`src/rtl/pwm_multi_gen.sv`:
```
// Multi-channel PWM generator: CH channels share one timebase, each with double-buffered compares.
// Optional dead-time / complementary outputs enabled by defining PWM_DEADTIME_EN.

module pwm_lane #(
    parameter int CW = 16,
    parameter int DT = 4
) (
    input  logic          clk,
    input  logic          rst_n,
    input  logic          en,
    input  logic [CW-1:0] count_val,
    input  logic          wrap,
    input  logic          wr_hit,
    input  logic [1:0]    wr_sel,
    input  logic [CW-1:0] wr_data,
    output logic          pwm_out,
    output logic          pwm_out_n,
    output logic          pending
);
    typedef struct packed {
        logic [2:0]    fn;
        logic [CW-1:0] c2;
        logic [CW-1:0] c1;
    } regs_t;

    regs_t shadow_q, active_q, shadow_nxt, active_nxt, act_base;
    logic  pending_nxt, load, win, raw;

    function automatic regs_t apply_wr(regs_t base, logic [1:0] sel, logic [CW-1:0] data);
        regs_t r;
        r = base;
        case (sel)
            2'd0:    r.c1 = data;
            2'd1:    r.c2 = data;
            2'd2:    r.fn = data[2:0];
            default: r = base;
        endcase
        return r;
    endfunction

    assign load = wrap && pending;

    always_comb begin
        shadow_nxt  = shadow_q;
        active_nxt  = active_q;
        pending_nxt = pending;
        // the load always sees the pre-write shadow; a same-cycle write stays pending
        act_base = load ? shadow_q : active_q;
        active_nxt = act_base;
        if (load)
            pending_nxt = 1'b0;
        if (wr_hit) begin
            shadow_nxt = apply_wr(shadow_q, wr_sel, wr_data);
            if (en)
                pending_nxt = 1'b1;
            else
                active_nxt = apply_wr(act_base, wr_sel, wr_data);
        end
    end

    always_ff @(posedge clk) begin
        if (!rst_n) begin
            shadow_q <= '0;
            active_q <= '0;
            pending  <= 1'b0;
        end else begin
            shadow_q <= shadow_nxt;
            active_q <= active_nxt;
            pending  <= pending_nxt;
        end
    end

    always_comb begin
        if (active_q.fn[1])
            win = (active_q.c1 <= count_val) && (count_val < active_q.c2);
        else if (active_q.fn[0])
            win = (count_val >= active_q.c1);
        else
            win = (count_val < active_q.c1);
        raw = en && (win ^ active_q.fn[2]);
    end

`ifdef PWM_DEADTIME_EN
    localparam logic [7:0] DTV = 8'(DT);
    logic [7:0] dt_cnt, dt_nxt;
    logic       raw_q;

    // dt_cnt = number of earlier consecutive cycles raw held its current value (saturating)
    always_comb begin
        if (raw == raw_q)
            dt_nxt = (dt_cnt == DTV) ? DTV : dt_cnt + 8'd1;
        else
            dt_nxt = 8'd0;
    end

    always_ff @(posedge clk) begin
        if (!rst_n || !en) begin
            dt_cnt    <= 8'd0;
            raw_q     <= 1'b0;
            pwm_out   <= 1'b0;
            pwm_out_n <= 1'b0;
        end else begin
            dt_cnt    <= dt_nxt;
            raw_q     <= raw;
            pwm_out   <= raw && (dt_nxt >= DTV);
            pwm_out_n <= !raw && (dt_nxt >= DTV);
        end
    end
`else
    always_ff @(posedge clk) begin
        if (!rst_n)
            pwm_out <= 1'b0;
        else
            pwm_out <= raw;
    end

    assign pwm_out_n = 1'b0;
`endif
endmodule

module pwm_multi_gen #(
    parameter int CH = 4,
    parameter int CW = 16,
    parameter int DT = 4
) (
    input  logic                              clk,
    input  logic                              rst_n,
    input  logic [CH-1:0]                     pwm_en,
    input  logic [CW-1:0]                     count_val,
    input  logic [CW-1:0]                     period,
    input  logic                              upnotdown,
    input  logic                              wr_en,
    input  logic [((CH > 1) ? $clog2(CH) : 1)-1:0] wr_ch,
    input  logic [1:0]                        wr_sel,
    input  logic [CW-1:0]                     wr_data,
    output logic [CH-1:0]                     pwm_out,
    output logic [CH-1:0]                     pwm_out_n,
    output logic [CH-1:0]                     pending
);
    localparam int CHW = (CH > 1) ? $clog2(CH) : 1;

    logic wrap;
    assign wrap = upnotdown ? (count_val == period) : (count_val == '0);

    for (genvar i = 0; i < CH; i++) begin : g_lane
        logic wr_hit;
        // channel numbers >= CH never match, so such writes drop out here
        assign wr_hit = wr_en && (wr_ch == CHW'(i)) && (wr_sel != 2'd3);

        pwm_lane #(.CW(CW), .DT(DT)) u_lane (
            .clk       (clk),
            .rst_n     (rst_n),
            .en        (pwm_en[i]),
            .count_val (count_val),
            .wrap      (wrap),
            .wr_hit    (wr_hit),
            .wr_sel    (wr_sel),
            .wr_data   (wr_data),
            .pwm_out   (pwm_out[i]),
            .pwm_out_n (pwm_out_n[i]),
            .pending   (pending[i])
        );
    end
endmodule

```
`config.mk`:
```
export PLATFORM = sky130hd
export DESIGN_NAME = pwm_multi_gen
export DESIGN_NICKNAME = d
export VERILOG_FILES = /design/src/rtl/pwm_multi_gen.sv
export SDC_FILE = /design/constraint.sdc
export NUM_CORES = 1
export LEC_CHECK = 0
export BUFFER_PORTS_ARGS = -buffer_cell sky130_fd_sc_hd__buf_4
export CORE_UTILIZATION = 40
export CTS_CLUSTER_SIZE = 8
export DETAILED_ROUTE_END_ITERATION = 8
export SYNTH_ARGS = -nofsm -noshare
export SYNTH_HDL_FRONTEND = slang
export SYNTH_SLANG_ARGS = --single-unit
```
`constraint.sdc`:
```
create_clock -name clk -period 2.7 [get_ports clk]
set_input_delay 0.135 -clock clk [delete_from_list [all_inputs] [get_ports clk]]
set_output_delay 0.135 -clock clk [all_outputs]
set_load 0.05 [all_outputs]
```
==> results of run 1 <==
## cell usage after synthesis, types with 2 or more instances
library cell	n
mux2i_1	7
dfxtp_1	288
and4_1	3
o31ai_1	5
nand2_1	288
nor3_4	4
o211ai_1	4
o2bb2ai_1	2
a21oi_1	45
o21ai_1	27
o21ai_0	129
nand2b_2	2
and3_1	2
nor4_1	9
nand3_1	24
nand4_1	28
ha_1	124
or4_1	2
o32ai_1	4
or2_2	12
xor2_1	4
nand3b_1	4
xnor2_1	12
buf_6	4
or3_4	4
nor2_1	153
inv_1	92
a21o_1	13
nand2_2	7
nor2b_1	13
nand2b_1	12
buf_2	55
and2_1	10
clkbuf_1	92
o221ai_1	2
buf_4	18
a21boi_0	123
a21boi_1	14
or3_1	4
o311a_1	4
nor2_2	10
a211oi_1	285
o21a_1	4
a2111oi_0	10
nor3_2	2
## layout make-up
cell class,count,area [um2],area share [%]
clock inverters,2,17.5,0.0972
repair buffers,125,1060,5.88
inverters,92,345,1.92
multi-input cells,1423,9100,50.5
clock buffers,44,1090,6.05
flip-flops and latches,288,5770,32.0
well taps,518,648,3.60
## metrics by stage
step | instances | utilization, % | setup slack (ns)
5_1_grt | 2492 | 46.2 | 0.226
4_1_cts | 2492 | 46.2 | 0.396
2_1_floorplan | 1974 | - | 0.682
6_report | 2492 | 46.2 | 0.399
3_5_place_dp | 2439 | 43.2 | 0.283
3_3_place_gp | 2439 | 43.2 | 0.316
## where the power goes
group	internal [mW]	total, mW	leakage (nW)	switching, mW
sequential	4.30	4.34	2.32	0.0339
combinational	0.304	0.904	3.28	0.600
clock	2.81	4.69	0.546	1.87
## cell families (layout without fill, tap and decap cells)
group / Yosys count / after routing
compound gates: 677 / 677
xor+xnor: 16 / 16
fa+ha+maj: 124 / 124
buf+inv: 263 / 263
flops: 288 / 288
mux: 7 / 7
other cells: 1 / 4
simple gates: 595 / 595
## worst paths after layout
check,end,depth (start not counted)
worst max-delay path,g_lane[2].u_lane.pwm_out,6
worst min-delay path,g_lane[0].u_lane.shadow_q[30],3
worst max register to register,g_lane[2].u_lane.pwm_out,6
worst min register to register,g_lane[0].u_lane.shadow_q[28],2
## state kept, by name, summed over array words and instances (netlist names)
| register | count |
|---|---|
| g_lane.u_lane.shadow_q | 140 |
| g_lane.u_lane.pwm_out | 4 |
| g_lane.u_lane.pending | 4 |
| g_lane.u_lane.active_q | 140 |
## per-layer routing
layer  up-vias  track usage, %  routed length (um)
li1       7000               -                   -
met1      7080            36.2               24500
met2       505            42.5               25000
met3       112            4.00                3830
met4         0            10.7                2050
met5         -               0                   0
## worst reg2reg max path, stage by stage (launching register included)
cell and delay (ns):
dfxtp_1 0.34, ha_1 0.32, nand4_1 0.19, a2111oi_0 0.73, o31ai_1 0.15, a211oi_1 0.30, mux2i_1 0.21
## repair_timing
action / CTS / global route
hold buffers: 7 / 0
setup buffers: 0 / 0
endpoints found under the hold margin: 11 / 0
## placed cells by master, fill, tap and decap left out, drive strengths merged, types with 9 or more instances in the layout
| master | count |
|---|---|
| buf | 118 |
| nand2 | 295 |
| inv | 93 |
| nand4 | 28 |
| or2 | 12 |
| a21o | 13 |
| a21boi | 138 |
| clkbuf | 44 |
| and2 | 10 |
| o21ai | 157 |
| a21oi | 45 |
| nand3 | 24 |
| a2111oi | 10 |
| dfxtp | 288 |
| nor4 | 9 |
| nor2b | 13 |
| xnor2 | 12 |
| nor2 | 163 |
| ha | 124 |
| a211oi | 286 |
| nand2b | 14 |
==> metrics.txt, run 1 <==
Fmax achieved=435 MHz; Inserted Clock Buffers=42; r2r setup slk=0.40 ns; Initial DRC Count=1235; Port Buffers=67; CP max FO=3; r2r startpoint=g_lane[2].u_lane.active_q[11]; total global routing overflow=0; Compound-Gate Fraction of Synth Area=29.0%; Chip Width=202 um; FFs w/ async S/R, synth=0%; crit end category=flip-flop; first-pass GRT wire length=84600 um; Final Skew=0.0204 ns; VDD IR-drop max=0.000340 V; post-DP HPWL=35300 um; critical path startpoint=g_lane[2].u_lane.active_q[11]; cell area after synthesis=0.0160 mm2; Relative slew margins=44.6%; largest family of logic cells by synthesized area=compound AO/OA/AOI/OAI gates; syn avg cell area=8.12 um2; post-cts resize count=0; Final nets=2156; vias in the first global route=14100; Finish-stage setup viols=0; Worst path top cell family by delay=compound AO/OA/AOI/OAI gates; pin count of the biggest net entering global routing=82; drt pass-1 iters=5; row count=72; slowest CP cell=a2111oi_0; Adder-Cell Fraction of Synth Area=9.70%; DRT Wirelength=55400 um; Power Density=551 mW/mm2; Worst-Margin Slew=0.809 ns; max-slew violation count=0; setup TNS=0 ns; # IOs=72; # diodes=0; Gate Count Post-Synth=1971; Synth Area in Simple Gates=16.7%; antenna viol nets, final=0; Die Y=202 um; worst path required time=3.16 ns; total die area=0.0408 mm2; CP startpoint kind=flip-flop; Min-Delay Startpoint=wr_data[14]; Synth Area in XOR/XNOR=0.876%; worst hold slack=0.0189 ns; global placer's final weighted congestion=0.932; number of fill cells=3802; initial antenna violation count=2; Synth area leader=dfxtp_1; later-pin clock latency in the skew report=0.54 ns; HP Class=in2reg; Area growth syn-to-layout=12.7%; gr usage total=26.7%; warnings from Yosys=0; maxcap violations=0; EDFF count, synth=0; Yosys top cell area share=36.0%; Main synth FF type=dfxtp_1; endpoints failing hold=0; status=finished clean; DR WL/cell=22.2 um; leading post-synthesis cells by cell area=dfxtp_1 (36%), a211oi_1 (13%), ha_1 (9.7%); CTS tree=built; CP Data Arrival Time=2.76 ns; Placed Area=0.0168 mm2; H-tree Lvls=2; Slowest Stage Delay on Critical Path=0.73 ns; post-synthesis sequential area ratio=36.0%; starting density of the core=41.0%; critical setup path kind=reg2reg; multiplexer share of the synthesized area=0.438%; clk sinks=288; LEAKAGE=6.15 nW; Final Cycle Share=85.2%; CP bufs+invs=0; Vias=14700; RSZ-0062 raised after global routing=no; CTS Root Cell=clkbuf_16; core area=0.0390 mm2; crit path time final=2.30 ns; Tot Pwr=9.93 mW; Via density=5.90; Synth cell types=56; layout cells sized above 1=10.6%; clk buf depth=3; drt drc=0; post-route cell area=0.0180 mm2; #FFs+latches synth=288; Clock Pin Slew Worst Setup and Hold Paths=0.05 ns; CP cell instances=ha_1, nand4_1, a2111oi_0, o31ai_1, a211oi_1, mux2i_1
Power figures use the tool's default switching activity.
==> run 2, diff against run 1 <==
--- a/config.mk
+++ b/config.mk
@@ -9,6 +9,7 @@
 export CORE_UTILIZATION = 40
 export CTS_CLUSTER_SIZE = 8
 export DETAILED_ROUTE_END_ITERATION = 8
+export GPL_TIMING_DRIVEN = 0
 export SYNTH_ARGS = -nofsm -noshare
 export SYNTH_HDL_FRONTEND = slang
 export SYNTH_SLANG_ARGS = --single-unit
==> constraint.sdc (replaced) <==
create_clock -name clk -period 1.9 [get_ports clk]
set_input_delay 0.095 -clock clk [delete_from_list [all_inputs] [get_ports clk]]
set_output_delay 0.095 -clock clk [all_outputs]
set_load 0.05 [all_outputs]
==> run 2 against run 1 <==
  * The run now ends with setup timing left
  * Critical path depth is 2 higher
  * Clock-buffer cell count is 1 lower
  * Global-route usage is 3.1 points higher
  * Total power is 44% higher
  * Via count is 4.9% higher
  * Sequential cell count stayed put
  * Critical endpoint is now g_lane[3].u_lane.pwm_out
  * Largest power group unchanged
==> metrics.txt, run 2 (same netlist as run 1, synthesis figures left out) <==
status=finished, violations left; failing checks=setup timing; Fmax achieved=445 MHz (+2.3%); gr usage total=29.8% (+3.1 points); total die area=0.0408 mm2 (unchanged); maxcap violations=0 (unchanged); post-placement setup slack=-0.833 ns (-1.12 ns); CP startpoint kind=flip-flop; fin util=49.2% (+3.0 points); Die Y=202 um (unchanged); Relative slew margins=15.8% (-29 points); Final nets=2297 (+6.5%); starting density of the core=41.0% (unchanged); vias in the first global route=15000 (+6.8%); most frequent cells in the layout=nand2_1 (287), a211oi_1 (279), dfxtp_1 (270); antenna viol nets, final=0 (unchanged); Combinational Power Share=10.9% (+1.8 points); total global routing overflow=0 (unchanged); crit end category=flip-flop; max-slew violation count=0 (unchanged); drt pass-1 iters=5 (unchanged); layout cells sized above 1=15.6% (+4.9 points); commonest non-fill, non-tap cell in the layout=nand2_1; power share of the clock group=46.2% (-1.0 points); later-pin clock latency in the skew report=0.54 ns (about the same); H-tree Lvls=2 (unchanged); RSZ-0062 raised after global routing=yes; clk buf depth=3 (unchanged); HP Class=in2reg; Inserted Clock Buffers=41 (-2.4%); Final Skew=0.0204 ns (+0.0000356 ns); slowest CP cell=a2111oi_4; setup TNS=-0.779 ns (-0.779 ns); final worst slack=-0.349 ns (-0.748 ns); Port Buffers=60 (-10%); DRT Wirelength=61600 um (+11%); number of fill cells=3794 (-0.21%); CP cell instances=inv_2, ha_4, nand4_1, or2_4, a2111oi_4, nor4_4, a211oi_2, mux2i_2; clk sinks=288 (unchanged); Final Cycle Share=118% (+33 points); global placer's final weighted congestion=0.954 (+2.4%); Worst-Margin Slew=1.26 ns (+0.454 ns); Chip Width=202 um (unchanged); initial antenna violation count=0 (-2); VDD IR-drop max=0.000623 V (+83%); Finish-stage setup viols=4 (+4); P_int=10.6 mW (+42%); Sw Share=26.3% (+1.1 points); LEAKAGE=6.53 nW (+6.1%); Sw Pwr=3.78 mW (+51%); Clock Pin Slew Worst Setup and Hold Paths=0.05 ns (about the same); CTS Root Cell=clkbuf_16; critical setup path kind=reg2reg; Power Density=748 mW/mm2 (+36%); Reg power frac=42.9% (-0.8 points); CTS tree=built; first-pass GRT wire length=91600 um (+8.3%); # diodes=0 (unchanged); Slowest Stage Delay on Critical Path=0.35 ns (-0.38 ns); row count=72 (unchanged); worst path required time=2.35 ns (-0.81 ns); top flop regs=g_lane.u_lane.active_q x140, g_lane.u_lane.shadow_q x140; pin count of the biggest net entering global routing=11 (-87%); Initial DRC Count=1442 (+17%); Area growth syn-to-layout=19.9%; hold depth=3 (unchanged); crit path time final=2.25 ns (-0.0519 ns); Vias=15400 (+4.9%); # IOs=72 (unchanged); post-DP HPWL=42700 um (+21%); Via density=5.86 (-0.66%); reg2reg path depth=8 (+2); core area=0.0390 mm2 (unchanged); CP Data Arrival Time=2.69 ns (-0.07 ns); CP max FO=2 (-1); DR WL/cell=23.4 um (+5.3%); drt drc=0 (unchanged); endpoints failing hold=0 (unchanged)
-- run 2: cell count changes in the layout (fill, tap and decap cells not counted), sizes merged --
cell	previous run	this run
dlygate4sd3	7	21
clkbuf	44	138
buf	118	151
clkinv	1	0
-- run 2: repair_timing --
item | 4_1_cts | 5_1_grt
endpoints found under the hold margin | 25 | 0
hold buffers | 21 | 0
setup endpoints to repair | 14 | 45
gates resized for setup | 95 | 15
setup buffers | 14 | 1
pin swaps | 34 | 10
-- run 2: cell type report --
| type | instances | area [um2] | area share (%) |
|---|---|---|---|
| Clock buffer | 43 | 1080 | 5.61 |
| Sequential cell | 288 | 5790 | 30.2 |
| Clock inverter | 1 | 8.76 | 0.0457 |
| Buffer | 171 | 818 | 4.27 |
| Tap cell | 518 | 648 | 3.38 |
| Multi-Input combinational cell | 1423 | 9730 | 50.7 |
| Inverter | 92 | 345 | 1.80 |
| Timing Repair Buffer | 96 | 773 | 4.03 |
-- run 2: final timing paths --
path | from | to | slack (ns)
min | wr_data[3] | g_lane[1].u_lane.active_q[19] | 0.03
min reg2reg | g_lane[2].u_lane.shadow_q[30] | g_lane[2].u_lane.shadow_q[30] | 0.45
max reg2reg | g_lane[3].u_lane.active_q[30] | g_lane[3].u_lane.pwm_out | -0.35
max | g_lane[3].u_lane.active_q[30] | g_lane[3].u_lane.pwm_out | -0.35
-- run 2: power by group through the flow --
stage / Combinational (mW) / Sequential (mW) / Clock, mW
after floorplan: 0.747 / 6.26 / 0
after global placement: 1.35 / 6.27 / 0
after detailed placement: 1.39 / 6.28 / 0
after CTS: 1.50 / 6.16 / 6.66
after global routing: 1.65 / 6.16 / 6.89
final: 1.56 / 6.16 / 6.63
-- run 2: per-stage QoR --
step / hold WS (ns) / cell area, um2 / power, mW / std cells
2_1_floorplan: 0.264 / 16000 / 7.01 / 1974
3_3_place_gp: 0.433 / 17100 / 7.63 / 2552
3_5_place_dp: 0.431 / 17100 / 7.66 / 2552
4_1_cts: 0.00131 / 19100 / 14.3 / 2631
5_1_grt: 0.0278 / 19200 / 14.7 / 2632
6_report: 0.0265 / 19200 / 14.3 / 2632
-- run 2: worst max-delay path: cells and delay by family (launching register included) --
| kind | cells | cell delay (ns) |
|---|---|---|
| fa+ha+maj | 1 | 0.26 |
| simple gates | 3 | 0.55 |
| buf+inv | 1 | 0.05 |
| mux | 1 | 0.32 |
| compound gates | 2 | 0.65 |
| flops | 1 | 0.33 |
-- run 2: layer usage --
layer / routed length [um] / share of wire [%] / up-vias / global-route usage, %
met5: 0 / 0 / - / 0
met2: 26700 / 43 / 663 / 46.1
met3: 4790 / 7.8 / 174 / 3.97
met1: 26400 / 43 / 7311 / 39.7
li1: - / - / 7272 / -
met4: 3720 / 6.0 / 0 / 17.6
